===== config.mk =====
export PLATFORM = sky130hd
export DESIGN_NAME = pixel_stream_framer
export DESIGN_NICKNAME = d
export VERILOG_FILES = /design/src/rtl/pixel_stream_pkg.sv /design/src/rtl/sync_fifo.sv /design/src/rtl/pixel_stream_framer.sv
export SDC_FILE = /design/constraint.sdc
export NUM_CORES = 1
export LEC_CHECK = 0
export ABC_AREA = 1
export BUFFER_PORTS_ARGS = -buffer_cell sky130_fd_sc_hd__buf_2
export CAP_MARGIN = 40
export CORE_AREA = 2 2 133 135
export CTS_CLUSTER_SIZE = 10
export DETAILED_ROUTE_END_ITERATION = 10
export DIE_AREA = 0 0 135 137
export PLACE_DENSITY = 0.79
export RECOVER_POWER = 100
export SKIP_CTS_REPAIR_TIMING = 1
export SYNTH_ARGS = -nofsm -noshare
export SYNTH_HDL_FRONTEND = slang
export SYNTH_SLANG_ARGS = --single-unit

===== constraint.sdc =====
create_clock -name clk -period 2.5 [get_ports clk]
set_input_delay 0.375 -clock clk [delete_from_list [all_inputs] [get_ports clk]]
set_output_delay 0.375 -clock clk [all_outputs]
set_load 0.03 [all_outputs]

===== src/rtl/pixel_stream_pkg.sv =====
// Shared definitions for the pixel stream framer.
//   IMG_W_DEFAULT / IMG_H_DEFAULT : default raster size (pixels per row, rows per frame)
//   beat_t                        : one buffered output beat {data, sof, eol, eof}
//   state_t                       : framer state machine encoding
package pixel_stream_pkg;

    localparam int IMG_W_DEFAULT = 3124;
    localparam int IMG_H_DEFAULT = 3030;

    typedef struct packed {
        logic [7:0] data;
        logic       sof;
        logic       eol;
        logic       eof;
    } beat_t;

    localparam int BEAT_W = $bits(beat_t);

    typedef enum logic {
        ST_IDLE   = 1'b0,
        ST_ACTIVE = 1'b1
    } state_t;

endpackage


===== src/rtl/sync_fifo.sv =====
// Single-clock FIFO with registered storage.
//   clk, rst        : clock, synchronous active-high reset (clears pointers)
//   i_push, i_data  : write request and data; accepted when not full, or when
//                     a pop happens in the same cycle
//   i_pop           : read request; ignored while empty
//   o_data          : head entry (don't-care while empty)
//   o_full, o_empty : occupancy flags
// Reads come straight from the storage array, so nothing written this cycle
// can reach o_data before the next edge.
module sync_fifo #(
    parameter int WIDTH = 11,
    parameter int DEPTH = 16
) (
    input  logic             clk,
    input  logic             rst,
    input  logic             i_push,
    input  logic [WIDTH-1:0] i_data,
    input  logic             i_pop,
    output logic [WIDTH-1:0] o_data,
    output logic             o_full,
    output logic             o_empty
);

    localparam int AW = $clog2(DEPTH);

    logic [WIDTH-1:0] r_mem [DEPTH];
    // One extra pointer bit distinguishes full from empty.
    logic [AW:0]      r_wr_ptr;
    logic [AW:0]      r_rd_ptr;
    logic             w_do_push;
    logic             w_do_pop;

    assign o_empty   = (r_wr_ptr == r_rd_ptr);
    assign o_full    = (r_wr_ptr[AW] != r_rd_ptr[AW]) &&
                       (r_wr_ptr[AW-1:0] == r_rd_ptr[AW-1:0]);
    assign w_do_pop  = i_pop && !o_empty;
    // When full, the slot being written is the one being read out this cycle.
    assign w_do_push = i_push && (!o_full || w_do_pop);
    assign o_data    = r_mem[r_rd_ptr[AW-1:0]];

    always_ff @(posedge clk) begin
        if (rst) begin
            r_wr_ptr <= '0;
            r_rd_ptr <= '0;
        end else begin
            if (w_do_push) r_wr_ptr <= r_wr_ptr + 1'b1;
            if (w_do_pop)  r_rd_ptr <= r_rd_ptr + 1'b1;
        end
    end

    always_ff @(posedge clk) begin
        if (w_do_push) r_mem[r_wr_ptr[AW-1:0]] <= i_data;
    end

endmodule


===== src/rtl/pixel_stream_framer.sv =====
// Tags a raw pixel stream with raster position and buffers it for a
// downstream consumer.
//   clk, rst          : clock, synchronous active-high reset
//   pix_in, pix_valid : incoming pixel; the source cannot be stalled
//   m_data, m_sof, m_eol, m_eof, m_valid, m_ready : output beat stream
//   frame_done        : one-cycle pulse after the last pixel of a frame is sampled
//   overflow          : sticky, set when any pixel is dropped
//   clr_overflow      : clears overflow and drop_cnt (a same-cycle drop wins)
//   drop_cnt          : saturating count of dropped pixels
// Handshake: a beat transfers on every rising edge where m_valid && m_ready;
// while m_valid && !m_ready the beat holds steady; m_valid is FIFO not-empty.
module pixel_stream_framer
    import pixel_stream_pkg::*;
#(
    parameter int IMG_W      = IMG_W_DEFAULT,
    parameter int IMG_H      = IMG_H_DEFAULT,
    parameter int FIFO_DEPTH = 16
) (
    input  logic        clk,
    input  logic        rst,
    input  logic [7:0]  pix_in,
    input  logic        pix_valid,
    output logic [7:0]  m_data,
    output logic        m_sof,
    output logic        m_eol,
    output logic        m_eof,
    output logic        m_valid,
    input  logic        m_ready,
    output logic        frame_done,
    output logic        overflow,
    input  logic        clr_overflow,
    output logic [15:0] drop_cnt
);

    localparam int COL_W = (IMG_W > 1) ? $clog2(IMG_W) : 1;
    localparam int ROW_W = (IMG_H > 1) ? $clog2(IMG_H) : 1;

    logic [COL_W-1:0]  r_col;
    logic [ROW_W-1:0]  r_row;
    state_t            r_state;
    state_t            w_state_next;
    logic              r_frame_done;
    logic              w_frame_done_next;
    logic              r_overflow;
    logic [15:0]       r_drop_cnt;

    logic              w_accept;
    logic              w_pop;
    logic              w_drop;
    logic              w_full;
    logic              w_empty;
    logic              w_sof;
    logic              w_eol;
    logic              w_eof;
    beat_t             w_beat_in;
    beat_t             w_beat_out;
    logic [BEAT_W-1:0] w_fifo_dout;

    // Pixels arriving during reset are discarded, not counted.
    assign w_accept  = pix_valid && !rst;
    assign w_sof     = (r_col == '0) && (r_row == '0);
    assign w_eol     = (r_col == COL_W'(IMG_W - 1));
    assign w_eof     = w_eol && (r_row == ROW_W'(IMG_H - 1));
    assign w_beat_in = {pix_in, w_sof, w_eol, w_eof};
    assign w_pop     = m_valid && m_ready;
    assign w_drop    = w_accept && w_full && !w_pop;

    sync_fifo #(
        .WIDTH (BEAT_W),
        .DEPTH (FIFO_DEPTH)
    ) u_fifo (
        .clk     (clk),
        .rst     (rst),
        .i_push  (w_accept),
        .i_data  (w_beat_in),
        .i_pop   (w_pop),
        .o_data  (w_fifo_dout),
        .o_full  (w_full),
        .o_empty (w_empty)
    );

    assign w_beat_out = beat_t'(w_fifo_dout);
    assign m_valid    = !w_empty;
    assign m_data     = w_beat_out.data;
    // Tags are forced low while empty so reset leaves them at zero.
    assign m_sof      = m_valid && w_beat_out.sof;
    assign m_eol      = m_valid && w_beat_out.eol;
    assign m_eof      = m_valid && w_beat_out.eof;
    assign frame_done = r_frame_done;
    assign overflow   = r_overflow;
    assign drop_cnt   = r_drop_cnt;

    // Raster position advances on every accepted pixel, dropped or not.
    always_ff @(posedge clk) begin
        if (rst) begin
            r_col <= '0;
            r_row <= '0;
        end else if (w_accept) begin
            if (w_eol) begin
                r_col <= '0;
                r_row <= w_eof ? '0 : r_row + 1'b1;
            end else begin
                r_col <= r_col + 1'b1;
            end
        end
    end

    always_ff @(posedge clk) begin
        if (rst) begin
            r_state      <= ST_IDLE;
            r_frame_done <= 1'b0;
        end else begin
            r_state      <= w_state_next;
            r_frame_done <= w_frame_done_next;
        end
    end

    always_comb begin
        w_state_next      = r_state;
        w_frame_done_next = 1'b0;
        case (r_state)
            ST_IDLE: begin
                if (w_accept) begin
                    // A one-pixel frame completes without leaving IDLE.
                    if (w_eof) w_frame_done_next = 1'b1;
                    else       w_state_next      = ST_ACTIVE;
                end
            end
            ST_ACTIVE: begin
                if (w_accept && w_eof) begin
                    w_state_next      = ST_IDLE;
                    w_frame_done_next = 1'b1;
                end
            end
            default: w_state_next = ST_IDLE;
        endcase
    end

    // A drop in the same cycle as a clear restarts the count at one.
    always_ff @(posedge clk) begin
        if (rst) begin
            r_overflow <= 1'b0;
            r_drop_cnt <= '0;
        end else if (w_drop) begin
            r_overflow <= 1'b1;
            if (clr_overflow)               r_drop_cnt <= 16'd1;
            else if (r_drop_cnt != 16'hFFFF) r_drop_cnt <= r_drop_cnt + 16'd1;
        end else if (clr_overflow) begin
            r_overflow <= 1'b0;
            r_drop_cnt <= '0;
        end
    end

endmodule


* Yosys cells after proc, flatten, opt, wreduce, memory -nomap -nowiden *
Memories as Yosys holds them, arrays and structs flattened. A register that Yosys moved wholly into a read port is not among the register bits.
Cells that the tools add are included.

operators by class
  muxes and demuxes = 20
  reduce and logical (&&, ||, !) cells = 24
  bitwise operators = 1
  $add $sub $neg = 5
  equal/unequal tests = 6

operators with widths
  kind                   number
  $mux 16                4
  $add 12x1->12 const B  2
  $eq 12x12->1 const B   2
  $logic_not 12->1       2
  $mux 12                2
  $add 16x1->16 const B  1
  $ne 16x16->1 const B   1
  $logic_and 1x1->1      13
  $add 5x1->5 const B    2
  $mux 1                 10
  $mux 4                 2
  $eq 5x5->1             1
  $eq 4x4->1             1
  $logic_not 1->1        4
  $pmux 1 s2             2
  $reduce_and 2->1       2
  $reduce_bool 2->1      2
  $logic_or 1x1->1       1
  $ne 1x1->1             1
  $not 1->1              1

word-level totals
  output and inout bits = 30
  register bits after elaboration = 53
  memory bits (writable) = 176
  input bits = 13
  memories kept = 1

memory list
  name          words  bits a word  read ports  clocked after Yosys merged registers in  wr ports  line             text
  u_fifo.r_mem  16     11           1           1                                        1         sync_fifo.sv:26  logic [WIDTH-1:0] r_mem [DEPTH];

* Logic depth before layout (Yosys ltp) *
Gate-level depths: netlist of run 1.

  word-level depth = 8
  mapped depth = 11
  depth with buffers taken out = 11

* Cells and area by module *
A second synthesis of run 1 with hierarchy kept.

second synthesis, totals
  cell total of the unflattened synthesis = 1031
  area total of the unflattened synthesis = 10313.6 µm²

modules (own cells, without submodules)
  module               area each (µm²)  times used  cells each  sequential area each (µm²)
  sync_fifo            7810.0           1           634         5565.3
  pixel_stream_framer  2503.7           1           397         840.8

* Worst setup path after synthesis of run 1 *
OpenSTA, ideal clock, no wires.

  path kind = register to register
  start point = register u_fifo.r_rd_ptr[4]
  end point = memory u_fifo.r_mem[7][0] (enable)
  period minus slack after synthesis = 2.133 ns
  arrival time = 1.740 ns
  path buffers = 1
  cell stages (with the launch flop) = 9
  setup slack = 0.367 ns
  cell sequence = dfxtp_1 > inv_1 > nand2_1 > nand2_1 > nor2_1 > nand3_1 > nand2_1 > buf_4 > nor3_1

between the ends
  longest elaborated chain between the ends = 8

ends and longest elaborated chain
  element                           line                                        text
  from (decl)                       sync_fifo.sv:29                             logic [AW:0] r_rd_ptr;
  from (signal assigned)            sync_fifo.sv:47                             if (w_do_pop) r_rd_ptr <= r_rd_ptr + 1'b1;
  $eq 5x5->1                        sync_fifo.sv:33                             assign o_empty = (r_wr_ptr == r_rd_ptr);
  $logic_not 1->1                   sync_fifo.sv:36, pixel_stream_framer.sv:83
  $logic_and 1x1->1                 pixel_stream_framer.sv:65                   assign w_pop = m_valid && m_ready;
  $logic_and 1x1->1                 sync_fifo.sv:36                             assign w_do_pop = i_pop && !o_empty;
  $logic_or 1x1->1 (*)              sync_fifo.sv:38                             assign w_do_push = i_push && (!o_full || w_do_pop);
  $logic_and 1x1->1 (*)             sync_fifo.sv:38
  $mux 1 (*)                        sync_fifo.sv:52                             if (w_do_push) r_mem[r_wr_ptr[AW-1:0]] <= i_data;
  $mux 1 (not written as such) (*)  sync_fifo.sv:52
  to (decl)                         sync_fifo.sv:26

Mark *: on every way between the ends. The rest lies on a longest branch, timed or not.

==> summary.md, run 1 <==
| Metric | Value |
|---|---|
| Status | complete, no violations |
| Final Hold Fails | 0 |
| Slew margin rel. | 40.5% |
| Chip height | 137 µm |
| Syn nets | 1018 |
| CP arrival | 2.09 ns |
| Pwr Total | 8720 µW |
| Fin. max-slew vios | 0 |
| TritonRoute pass-1 iters | 6 |
| First-pass GRT wire length | 36800 µm |
| ANT nets after route | 0 |
| Pwr Density | 743 nW/µm² |
| Max frequency | 406 MHz |
| Final Setup Violations | 0 |
| Worst hold slack | 0.182 ns |
| P_leak | 0.00408 µW |
| Fin crit period | 2.47 ns |
| Clock tree from TritonCTS | yes |
| WS Path Type | reg -> out |
| Layout cells sized above 1 | 9.34% |
| Synth top area share | 51.0% |
| Clk pwr share | 40.1% |
| Vias in the first global route | 7142 |
| Fin Clk Skew | 0.0142 ns |
| Num CTS Buffers | 27 |
| Hold depth | 4 |
| CP Data Required Time | 2.12 ns |
| Starting DRT DRC Count | 671 |
| R2R depth | 9 |
| DR vias/cell | 5.76 |
| Crit start category | flop |
| Cell internal pwr | 6550 µW |
| TritonCTS Sinks | 232 |
| Post-synth EDFFs | 176 |
| Crit Path Max Fanout | 26 |
| FF+latch count, synth | 232 |
| Grt ovf | 0 |
| Synth cell count leaders | edfxtp_1, nand2_1, inv_1, a21oi_1, nand3_1 |
| ANT cells | 0 |
| Wire per inst | 18.2 µm |
| Top FF cell, synth | edfxtp_1 |
| Row count | 48 |
| Synth Instances | 994 |
| Yosys top cell by area | edfxtp_1 |
| Nets@finish | 1096 |
| Count leader, synth | edfxtp_1 |
| Root Driver | clkbuf_16 |
| Max IR drop VDD | 0.549 mV |
| Clk_lat worst skew | 0.54 ns |
| Port Buffers | 42 |
| Max-cap violations | 0 |
| H-tree depth | 1 |
| Post-route insts no fill | 1317 |
| Via count | 7585 |
| CP endpoint kind | output pin |
| Comb pwr share | 11.5% |
| P_sw | 2170 µW |
| P&R area growth vs syn | 13.2% |
| Hold WC Path Type | in -> reg |
| Post-Syn Area per Cell | 10.4 µm² |
| Part of the power in registers | 48.4% |
| Distinct cells, synth | 42 |
| Post-synthesis sequential area ratio | 61.8% |
| WL final | 24000 µm |
| Top post-synthesis cells by area | edfxtp_1, dfxtp_1, nand2_1 |
| Worst-Margin Slew | 0.892 ns |
| Final GP Congestion | 0.913 |
| Clock tree buffer depth | 3 |
| Post-Place Cells | 1259 |
| # DRC | 0 |
| Sw Share | 24.8% |
| RSZ-0062 raised after global routing | true |
| I/O Pins | 43 |
| Yosys warns | 0 |
| Largest net degree at the start of global routing | 54 |
| Die ar. | 18500 µm² |
| GRT Util Overall | 25.7% |
| Clock transition at path regs | 0.06 ns |
| Initial Utilization | 60.8% |
| DP Wirelength | 14800 µm |
| Netlist Area Pre-Place | 10400 µm² |
| Initial antenna violation count | 0 |
| Core area | 17100 µm² |
| Synth async-reset ratio | 0% |
| Crit share post-route | 98.6% |
| Die Wd | 135 µm |
## final cells by class
type | count | area [µm²]
Sequential cell | 232 | 6410
Fill cell | 1260 | 5320
Multi-Input combinational cell | 597 | 3260
Clock buffer | 47 | 751
Timing Repair Buffer | 87 | 526
Inverter | 127 | 482
Tap cell | 225 | 282
Clock inverter | 2 | 27.5
## power groups by stage
stage          clock, µW  combinational [µW]  sequential [µW]
2_1_floorplan          0                 683             4270
6_report            3490                1010             4220
5_1_grt             3690                1100             4220
3_5_place_dp           0                 905             4310
3_3_place_gp           0                 882             4310
4_1_cts             3530                 913             4230
## metal layers
metal | part of all wire, % | vias to the layer above | GRT usage (%)
met1 | 40 | 3608 | 33.2
met2 | 50 | 303 | 45.3
met4 | 2.3 | 0 | 7.52
met3 | 7.0 | 48 | 3.81
met5 | 0 | - | 0
li1 | - | 3626 | -
## worst max-delay path: stages (launching register included)
cell,delay [ns]
dfxtp_4,0.41
buf_4,0.17
clkbuf_16,0.19
a21oi_1,0.15
o21ai_0,0.11
o211ai_1,0.11
o211ai_1,0.14
nand2_1,0.09
buf_2,0.20
## cells by family after synthesis
logic type	Yosys count	share of synthesized area (%)
flip-flops	232	61.8
XOR/XNOR	11	0.929
AND/OR/NAND/NOR	343	15.7
buffers and inverters	165	6.38
adder cells (fa/ha/maj)	11	1.33
AO/OA/AOI/OAI	200	10.8
multiplexers	32	3.09
## flip-flops by register name, indices dropped and copies added (netlist names), named ones only
| name | flops |
|---|---|
| drop_cnt | 16 |
| u_fifo.r_wr_ptr | 5 |
| r_row | 12 |
| u_fifo.r_mem | 176 |
| r_col | 12 |
| u_fifo.r_rd_ptr | 5 |
| frame_done | 1 |
| overflow | 1 |
## per-stage QoR
| step | setup TNS [ns] | setup slack, ns | utilization, % | instance area (µm²) |
|---|---|---|---|---|
| after detailed placement | 0 | 0.437 | 64.4 | 11000 |
| after floorplan | 0 | 0.367 | - | 10400 |
| after CTS | -0.902 | -0.164 | 69.0 | 11800 |
| after global placement | 0 | 0.479 | 64.4 | 11000 |
| after global routing | -0.170 | -0.0591 | 68.8 | 11700 |
| final | 0 | 0.0348 | 68.8 | 11700 |
## layout by cell type (no fill, tap or decap), drive strengths merged, types with 15 or more instances in the layout
| cell | netlist | final |
|---|---|---|
| nor2 | 68 | 68 |
| dfxtp | 56 | 56 |
| nand3 | 69 | 69 |
| edfxtp | 176 | 176 |
| nand2 | 151 | 151 |
| clkbuf | 18 | 106 |
| buf | 20 | 28 |
| nor3 | 28 | 28 |
| inv | 124 | 125 |
| o21ai | 71 | 71 |
| a21oi | 83 | 83 |
| nand4 | 15 | 15 |
| mux2i | 32 | 32 |
| o211ai | 44 | 44 |
## final timing paths
path                       startpoint                        to  slack, ns
max reg2reg  drop_cnt[1]$_SDFFE_PP0P_  drop_cnt[7]$_SDFFE_PP0P_       0.20
min reg2reg     overflow$_SDFFE_PP0P_     overflow$_SDFFE_PP0P_       0.45
min                         pix_valid     r_col[1]$_SDFFE_PP0P_       0.18
max                              flop                 m_data[7]       0.03
(Power assumes the default switching activity.)
==> run 2, diff against run 1 <==
--- a/config.mk
+++ b/config.mk
@@ -5,15 +5,13 @@
 export SDC_FILE = /design/constraint.sdc
 export NUM_CORES = 1
 export LEC_CHECK = 0
-export ABC_AREA = 1
-export BUFFER_PORTS_ARGS = -buffer_cell sky130_fd_sc_hd__buf_2
+export BUFFER_PORTS_ARGS = -buffer_cell sky130_fd_sc_hd__clkbuf_2
 export CAP_MARGIN = 40
-export CORE_AREA = 2 2 133 135
+export CORE_AREA = 2 2 128 130
 export CTS_CLUSTER_SIZE = 10
 export DETAILED_ROUTE_END_ITERATION = 10
-export DIE_AREA = 0 0 135 137
+export DIE_AREA = 0 0 130 132
 export PLACE_DENSITY = 0.79
-export RECOVER_POWER = 100
 export SKIP_CTS_REPAIR_TIMING = 1
 export SYNTH_ARGS = -nofsm -noshare
 export SYNTH_HDL_FRONTEND = slang
==> run 2 against run 1 <==
  * The run now ends with setup timing left
  * Synthesized cell count shrank 39%
  * Worst hold slack lost 0.0092 ns
  * Worst setup slack worse by 0.32 ns
  * Critical endpoint is now m_data[1]
==> summary.md, run 2 <==
| Metric | Value |
|---|---|
| P&R area growth vs syn | 17.4% |
| Fin Clk Skew | 0.0233 ns (+0.00912 ns) |
| Grt ovf | 0 (unchanged) |
| GRT Util Overall | 25.0% (-0.69 points) |
| Post-synth EDFFs | 176 (unchanged) |
| Post-synthesis sequential area ratio | 67.3% (+5.5 points) |
| Max IR drop VDD | 0.481 mV (-12%) |
| Clock transition at path regs | 0.06 ns (about the same) |
| Post-route insts no fill | 930 (-29%) |
| Core area | 15700 µm² (-7.9%) |
| Vias in the first global route | 5652 (-21%) |
| TritonCTS Sinks | 232 (unchanged) |
| Clock tree buffer depth | 3 (unchanged) |
| Synth Instances | 602 (-39%) |
| Hold WC Path Type | in -> reg |
| Final GP Congestion | 0.881 (-3.5%) |
| Final Hold Fails | 0 (unchanged) |
| Top FF cell, synth | edfxtp_1 |
| Yosys top cell by area | edfxtp_1 |
| Fin. max-slew vios | 0 (unchanged) |
| Distinct cells, synth | 50 (+19%) |
| Row count | 46 (-4.2%) |
| Initial antenna violation count | 0 (unchanged) |
| Initial Utilization | 60.6% (-0.19 points) |
| FF+latch count, synth | 232 (unchanged) |
| Failing checks | setup timing |
| Crit Path Max Fanout | 23 (-12%) |
| Port Buffers | 42 (unchanged) |
| Die Wd | 130 µm (-3.7%) |
| Chip height | 132 µm (-3.6%) |
| Largest net degree at the start of global routing | 36 (-33%) |
| Post-Place Cells | 876 (-30%) |
| Max frequency | 360 MHz (-11%) |
| ANT cells | 0 (unchanged) |
| Crit share post-route | 111% (+13 points) |
| Count leader, synth | edfxtp_1 |
| Final Setup Violations | 11 (+11) |
| Layout cells sized above 1 | 27.6% (+18 points) |
| ANT nets after route | 0 (unchanged) |
| Post-Syn Area per Cell | 15.8 µm² (+52%) |
| CP Data Required Time | 2.12 ns (about the same) |
| DR vias/cell | 6.08 (+5.5%) |
| Fin crit period | 2.78 ns (+0.316 ns) |
| Synth top area share | 55.5% (+4.5 points) |
| P_leak | 0.00374 µW (-8.3%) |
| CP arrival | 2.41 ns (+0.32 ns) |
| # DRC | 0 (unchanged) |
| Max-cap violations | 0 (unchanged) |
| Clk_lat worst skew | 0.53 ns (about the same) |
| Netlist Area Pre-Place | 9520 µm² (-8.2%) |
| WS Path Type | reg -> out |
| Status | complete, but fails checks |
| H-tree depth | 1 (unchanged) |
| Yosys warns | 0 (unchanged) |
| Fin worst setup slack | -0.281 ns (-0.316 ns) |
| I/O Pins | 43 (unchanged) |
| TritonRoute pass-1 iters | 5 (-1) |
| Synth async-reset ratio | 0% (unchanged) |
| Wire per inst | 22.6 µm (+24%) |
| Die ar. | 17200 µm² (-7.2%) |
| Clock tree from TritonCTS | yes |
| WL final | 21000 µm (-12%) |
| Fin Setup TNS | -2.62 ns (-2.62 ns) |
| Fill count | 997 (-21%) |
| Slew margin rel. | 52.3% (+12 points) |
| CP endpoint kind | output pin |
| Via count | 5653 (-25%) |
| RSZ-0062 raised after global routing | true |
| Worst-Margin Slew | 0.712 ns (-0.179 ns) |
| Top post-synthesis cells by area | edfxtp_1, mux4_2, dfxtp_1 |
| Num CTS Buffers | 27 (unchanged) |
| Worst hold slack | 0.173 ns (-0.00918 ns) |
| Max reg flops | 176 (unchanged) |
| DP Wirelength | 12600 µm (-15%) |
| Most frequent cells in the layout | edfxtp_1, mux4_2, dfxtp_1 |
| Starting DRT DRC Count | 430 (-36%) |
| Root Driver | clkbuf_16 |
| Synth cell count leaders | edfxtp_1, dfxtp_1, mux4_2, nor2_1, nand2_1 |
| Nets@finish | 717 (-35%) |
| Commonest non-fill, non-tap cell in the layout | edfxtp_1 |
| First-pass GRT wire length | 32100 µm (-13%) |
| Crit start category | flop |
| Syn nets | 626 (-39%) |
| Pwr Density | 786 nW/µm² (+5.9%) |
-- run 2: cell count changes after synthesis, moves of 13 or more --
cell / previous run / this run
nand3_1: 66 / 23
mux2i_1: 32 / 3
mux4_2: 0 / 55
o211ai_1: 44 / 3
a21oi_1: 83 / 15
xnor2_1: 1 / 21
nand2_1: 143 / 29
o21ai_1: 16 / 3
inv_1: 115 / 12
o21ai_0: 55 / 6
-- run 2: worst paths after layout --
path	depth (start not counted)	slack [ns]	end	from
max	4	-0.28	m_data[1]	flop
max reg2reg	7	0.23	drop_cnt[15]$_SDFFE_PP0P_	drop_cnt[1]$_SDFFE_PP0P_
min reg2reg	2	0.46	overflow$_SDFFE_PP0P_	overflow$_SDFFE_PP0P_
min	3	0.17	r_col[1]$_SDFFE_PP0P_	pix_valid
-- run 2: per-stage QoR --
step | instance area, µm² | utilization (%) | setup WS, ns | total power (µW)
final | 11200 | 71.2 | -0.281 | 8790
after global routing | 11200 | 71.2 | -0.337 | 9060
after CTS | 11100 | 70.6 | -0.392 | 8750
after detailed placement | 10300 | 65.5 | 0.181 | 5180
after global placement | 10300 | 65.5 | 0.270 | 5150
after floorplan | 9520 | - | 0.0190 | 4910
-- run 2: logic make-up after synthesis --
group,after synthesis,share of synthesized area [%]
buffers and inverters,40,1.96
adders and majority gates,11,1.45
DFF,232,67.3
AOI/OAI and AO/OA,41,2.81
muxes,58,13.3
and+or+nand+nor,188,10.2
xor gates and xnor gates,32,2.94
-- run 2: critical path: stages, from the launching register on --
cell and delay [ns]:
dfxtp_4 0.40, buf_12 0.23, mux4_2 0.55, mux4_2 0.49
buf_2 0.20
-- run 2: where the power goes --
group | switching [µW] | internal [µW]
Clock | 1440 | 2150
Combinational | 502 | 484
Sequential | 36.3 | 4180
-- run 2: area by class of cell --
type	instances	area (µm²)	area share (%)
Multi-Input combinational cell	330	2980	26.7
Tap cell	216	270	2.42
Inverter	12	45.0	0.403
Clock inverter	2	38.8	0.347
Clock buffer	48	764	6.84
Sequential cell	232	6410	57.3
Timing Repair Buffer	90	669	5.99
-- run 2: layer usage --
| metal | GRT usage (%) | up-vias | part of all wire (%) |
|---|---|---|---|
| li1 | - | 2523 | - |
| met1 | 33.1 | 2858 | 39 |
| met3 | 4.18 | 42 | 6.0 |
| met2 | 43.1 | 230 | 52 |
| met5 | 0 | - | 0 |
| met4 | 6.51 | 0 | 2.2 |
